$ cat config.mk
export PLATFORM = sky130hd
export DESIGN_NAME = lsu_ctrl
export DESIGN_NICKNAME = d
export VERILOG_FILES = /design/src/rtl/lsu_ctrl.sv
export SDC_FILE = /design/constraint.sdc
export NUM_CORES = 1
export LEC_CHECK = 0
export ABC_AREA = 1
export CORE_UTILIZATION = 35
export DETAILED_ROUTE_END_ITERATION = 8
export SLEW_MARGIN = 20
export SYNTH_ARGS = -nofsm -noshare
export SYNTH_HDL_FRONTEND = slang
export SYNTH_SLANG_ARGS = --single-unit
$ cat constraint.sdc
create_clock -name i_clk -period 2.35 [get_ports i_clk]
set_input_delay 0.3525 -clock i_clk [delete_from_list [all_inputs] [get_ports i_clk]]
set_output_delay 0.3525 -clock i_clk [all_outputs]
set_load 0.01 [all_outputs]
$ cat src/rtl/lsu_ctrl.sv
// Load/store sequencer between the memory stage and a single-port word-wide data memory.
// Sub-word stores are done as read-modify-write; misaligned/illegal requests fault without a memory access.
module lsu_ctrl #(
  parameter int XLEN = 32
) (
  input  logic            i_clk,
  input  logic            i_rst,
  input  logic            i_req_valid,
  output logic            o_req_ready,
  input  logic            i_req_we,
  input  logic [2:0]      i_req_funct3,
  input  logic [XLEN-1:0] i_req_addr,
  input  logic [XLEN-1:0] i_req_wdata,
  output logic            o_resp_valid,
  output logic [XLEN-1:0] o_resp_rdata,
  output logic            o_resp_fault,
  output logic            o_mem_req,
  output logic            o_mem_we,
  output logic [XLEN-1:0] o_mem_addr,
  output logic [XLEN-1:0] o_mem_wdata,
  input  logic            i_mem_ack,
  input  logic [XLEN-1:0] i_mem_rdata
);

  localparam int OW = $clog2(XLEN / 8);
  localparam int SW = OW + 3;

  typedef enum logic [1:0] {IDLE, RD, WR, RESP} state_t;

  state_t          r_state;
  logic            r_we;
  logic [2:0]      r_funct3;
  logic [OW-1:0]   r_off;
  logic [XLEN-1:0] r_wdata;
  logic [XLEN-1:0] r_load_data;
  logic            r_fault;

  logic            r_resp_valid;
  logic [XLEN-1:0] r_resp_rdata;
  logic            r_resp_fault;
  logic            r_mem_req;
  logic            r_mem_we;
  logic [XLEN-1:0] r_mem_addr;
  logic [XLEN-1:0] r_mem_wdata;

  logic            w_misaligned;
  logic            w_illegal;
  logic            w_full_store;
  logic [SW-1:0]   w_shamt;
  logic [XLEN-1:0] w_shifted;
  logic [XLEN-1:0] w_size_mask;
  logic [XLEN-1:0] w_lane_mask;
  logic [XLEN-1:0] w_load_data;
  logic [XLEN-1:0] w_merged;
  logic            w_sign;

  always_comb begin
    w_misaligned = 1'b0;
    case (i_req_funct3[1:0])
      2'd1:    w_misaligned = i_req_addr[0];
      2'd2:    w_misaligned = |i_req_addr[1:0];
      2'd3:    w_misaligned = |i_req_addr[2:0];
      default: w_misaligned = 1'b0;
    endcase
    if (i_req_we)
      w_illegal = i_req_funct3[2] || (XLEN == 32 && i_req_funct3[1:0] == 2'd3);
    else
      w_illegal = (i_req_funct3 == 3'b111) ||
                  (XLEN == 32 && (i_req_funct3 == 3'b011 || i_req_funct3 == 3'b110));
    w_full_store = i_req_we && (i_req_funct3 == ((XLEN == 64) ? 3'b011 : 3'b010));
  end

  // The same size mask serves load extraction and store merging (funct3[1:0] encodes size for both).
  always_comb begin
    w_shamt     = {r_off, 3'b000};
    w_shifted   = i_mem_rdata >> w_shamt;
    w_size_mask = '1;
    w_sign      = 1'b0;
    case (r_funct3[1:0])
      2'd0: begin w_size_mask = XLEN'(8'hFF);         w_sign = w_shifted[7];  end
      2'd1: begin w_size_mask = XLEN'(16'hFFFF);      w_sign = w_shifted[15]; end
      2'd2: begin w_size_mask = XLEN'(32'hFFFF_FFFF); w_sign = w_shifted[31]; end
      default: begin w_size_mask = '1;                w_sign = 1'b0;          end
    endcase
    w_sign      = w_sign & ~r_funct3[2];
    w_load_data = (w_shifted & w_size_mask) | ({XLEN{w_sign}} & ~w_size_mask);
    w_lane_mask = w_size_mask << w_shamt;
    w_merged    = (i_mem_rdata & ~w_lane_mask) | ((r_wdata << w_shamt) & w_lane_mask);
  end

  always_ff @(posedge i_clk) begin
    if (i_rst) begin
      r_state      <= IDLE;
      r_we         <= 1'b0;
      r_funct3     <= 3'b000;
      r_off        <= '0;
      r_wdata      <= '0;
      r_load_data  <= '0;
      r_fault      <= 1'b0;
      r_resp_valid <= 1'b0;
      r_resp_rdata <= '0;
      r_resp_fault <= 1'b0;
      r_mem_req    <= 1'b0;
      r_mem_we     <= 1'b0;
      r_mem_addr   <= '0;
      r_mem_wdata  <= '0;
    end else begin
      r_resp_valid <= 1'b0;
      r_resp_rdata <= '0;
      r_resp_fault <= 1'b0;
      case (r_state)
        IDLE: begin
          if (i_req_valid) begin
            r_we        <= i_req_we;
            r_funct3    <= i_req_funct3;
            r_off       <= i_req_addr[OW-1:0];
            r_wdata     <= i_req_wdata;
            r_load_data <= '0;
            if (w_illegal || w_misaligned) begin
              r_fault <= 1'b1;
              r_state <= RESP;
            end else begin
              r_fault    <= 1'b0;
              r_mem_req  <= 1'b1;
              r_mem_addr <= {i_req_addr[XLEN-1:OW], {OW{1'b0}}};
              if (w_full_store) begin
                r_mem_we    <= 1'b1;
                r_mem_wdata <= i_req_wdata;
                r_state     <= WR;
              end else begin
                r_mem_we <= 1'b0;
                r_state  <= RD;
              end
            end
          end
        end
        RD: begin
          if (i_mem_ack) begin
            if (r_we) begin
              r_mem_wdata <= w_merged;
              r_mem_we    <= 1'b1;
              r_state     <= WR;
            end else begin
              r_load_data <= w_load_data;
              r_mem_req   <= 1'b0;
              r_state     <= RESP;
            end
          end
        end
        WR: begin
          if (i_mem_ack) begin
            r_mem_req <= 1'b0;
            r_mem_we  <= 1'b0;
            r_state   <= RESP;
          end
        end
        RESP: begin
          r_resp_valid <= 1'b1;
          r_resp_rdata <= r_load_data;
          r_resp_fault <= r_fault;
          r_state      <= IDLE;
        end
        default: r_state <= IDLE;
      endcase
    end
  end

  assign o_req_ready  = (r_state == IDLE);
  assign o_resp_valid = r_resp_valid;
  assign o_resp_rdata = r_resp_rdata;
  assign o_resp_fault = r_resp_fault;
  assign o_mem_req    = r_mem_req;
  assign o_mem_we     = r_mem_we;
  assign o_mem_addr   = r_mem_addr;
  assign o_mem_wdata  = r_mem_wdata;

endmodule

==> results.cfg <==
[status]
outcome = complete, but fails checks
violations = DRC

[timing]
rsz0062_at_grt = no
setup_viol = 0
finalCritPeriodShare = 0.907
final-hold-violation-count = 0
final.setup.tns_ns = 0
slew-limit-headroom = 0.372
fmax_mhz = 469
whs_ns = 0.425
slew_viol_final = 0
fin_crit_ns = 2.13
worst_pin_slew_ns = 0.936
clock_skew_ns = 0.00634

[clock_network]
cts.repair.resized = 0
post_cts_buffers = 0
holdBufCountCts = 0
cts-htree-levels = 4
clock_sink_count = 171
cts.path.max_buffers = 2
cts_tree = done
path_clk_slew_ns = 0.07
cts_buffers = 17
cts_root_buf = clkbuf_16
insertion_delay_ns = 0.43

[layout]
multiInputGateArea_um2 = 3520
ff_latch_area_um2 = 3420
fin_nets = 1429
nFillCells = 2255
syn_to_final_growth_pct = 36.3
final_area_um2 = 10800
diodes = 0
layout-drive-gt1-share = 0.0630

[synth]
syn_area_um2 = 7910
yosysWarningCount = 0
yosys.area.top_type = dfxtp_1
synth-main-ff-cell = dfxtp_1
synth.avg_cell_area_um2 = 6.85
synth_most_common_cell = nand2_1
synth_seq_cells = 171
ys_seq_area_frac = 0.433
synth_top_area_frac = 0.433
synth-edff-count = 0
synth-async-reset-ratio = 0
yosysUniqueCellTypes = 29
ys_top_cells_by_count = 223 x nand2_1, 174 x o21ai_0, 171 x dfxtp_1
netlist_instances = 1154
ys_top_cells_by_area = dfxtp_1 43%, o21ai_0 11%, nand2_1 11%, a21oi_1 10%, inv_1 7.0%

[power]
max-vdd-ir-drop_mv = 0.575
power.density_nw_per_um2 = 1120
total_leakage_power_nw = 4.22

[routing]
ant_nets = 0
wl_per_cell_um = 15.0
num_vias = 7840
vias_per_cell = 4.86
drc = 12
dr.pass1.iters = 9
first_iter_violations = 468
routed_wl_mm = 24.3

[worst_setup_path]
rrSetupSlack_ns = 0.34
setup.worst_path.class = reg -> out
worst_setup_path_end_kind = output pin
cp.arrival_ns = 1.78
reg2regPathDepth = 12
r2r-end = o_mem_wdata[6]
cp_slowest_cell = clkdlybuf4s50_1
startpoint_type = register
cp_max_fo = 7
required_ns = 2.00
cp_cell_sequence = inv_1 > ha_1 > clkdlybuf4s50_1
crit_path_max_incr_delay_ns = 0.61
rr_startpoint = r_state[0]

[place]
routabilityCongestion = 0.871
port_buffers = 202
dpl_cell_area_um2 = 10100
hpwl_mm = 17.8

[floorplanning]
dieArea_um2 = 23200
initial_core_util = 0.360
io-pin-count = 205
core_um2 = 22000
dieHeight_um = 152
rows = 54
die_x_um = 152

[min_path]
holdCritStartpoint = r_load_data[17]
min_path_type = reg -> reg
whs_path_depth = 2
hold-path-endpoint = o_resp_rdata[17]

[grt]
grt_pass1_vias = 7335
grt_usage = 0.212
grt_max_degree = 105
overflow = 0
antenna_found_initial = 0
grt_pass1_wl_mm = 38.9

[run]
drv_cap = 0
[sequential cells by signal, indices dropped and copies added (netlist names), 2 cells and up]
name,count
r_state,2
o_mem_wdata,32
r_wdata,32
r_load_data,32
o_mem_addr,30
r_funct3,3
r_off,2
o_resp_rdata,32
[power by group]
part | internal (W) | leakage (nW) | switching, W
logic | 0.00197 | 2.51 | 0.00306
clock network | 0.00183 | 0.314 | 0.00131
registers | 0.00352 | 1.40 | 0.000396
[metrics by stage]
step	instances	worst slack [ns]	total power, W	utilization
finish	1614	0.218	0.0121	0.491
CTS	1614	0.207	0.0122	0.491
detailed placement	1582	0.281	0.00900	0.461
global placement	1582	0.373	0.00896	0.461
floorplan	1155	0.508	0.00722	-
global route	1614	0.146	0.0130	0.491
[worst max-delay path, delay by kind of cell (launching register included)]
family,cells,cell delay (ns)
buffers and inverters,2,0.70
flip-flops,1,0.34
adder cells (fa/ha/maj),1,0.31
[layer usage]
metal,wire (um),up-vias,global-route usage,share of wire
li1,-,4032,-,-
met1,10800,3535,0.268,0.44
met2,11300,245,0.349,0.46
met3,1790,28,0.0575,0.074
met4,425,0,0.0729,0.018
met5,0,-,0,0
[final cells by class]
cell class,instances,area share
Multi-Input combinational cell,749,0.326
Clock buffer,17,0.0395
Timing Repair Buffer,227,0.208
Inverter,155,0.0544
Tap cell,280,0.0325
Clock inverter,15,0.0210
Sequential cell,171,0.318
[logic make-up after synthesis]
kind of cell    share of synthesized area
flops                               0.433
buf+inv                             0.123
simple gates                        0.185
fa+ha+maj                         0.00633
other cells                      0.000474
compound gates                      0.252
[how the worst max path moves through the flow]
stage	slack, ns	to	cells after the start	start
finish	0.22	o_req_ready	3	r_state[0]
global route	0.15	o_mem_wdata[6]	12	r_state[0]
CTS	0.21	o_req_ready	3	r_state[1]
detailed placement	0.28	o_mem_wdata[3]	9	i_req_addr[1]
global placement	0.37	o_mem_wdata[7]	9	i_req_addr[0]
floorplan	0.51	o_mem_wdata[22]	13	r_state[0]
[cells in the final DEF (no fill, tap or decap), types with 3 or more instances in the layout]
| cell | n |
|---|---|
| clkdlybuf4s50_1 | 202 |
| or2_2 | 8 |
| nand3_1 | 18 |
| o21ai_0 | 174 |
| o21ai_1 | 4 |
| bufinv_16 | 4 |
| a31oi_1 | 3 |
| inv_6 | 3 |
| inv_1 | 147 |
| a21oi_1 | 163 |
| ha_1 | 4 |
| o211ai_1 | 31 |
| inv_2 | 7 |
| clkbuf_16 | 17 |
| nand2_1 | 223 |
| buf_4 | 22 |
| buf_12 | 3 |
| nand4_1 | 3 |
| dfxtp_1 | 170 |
| nor2_1 | 103 |
| inv_8 | 5 |
No activity file was read; power rests on OpenSTA's default activity.
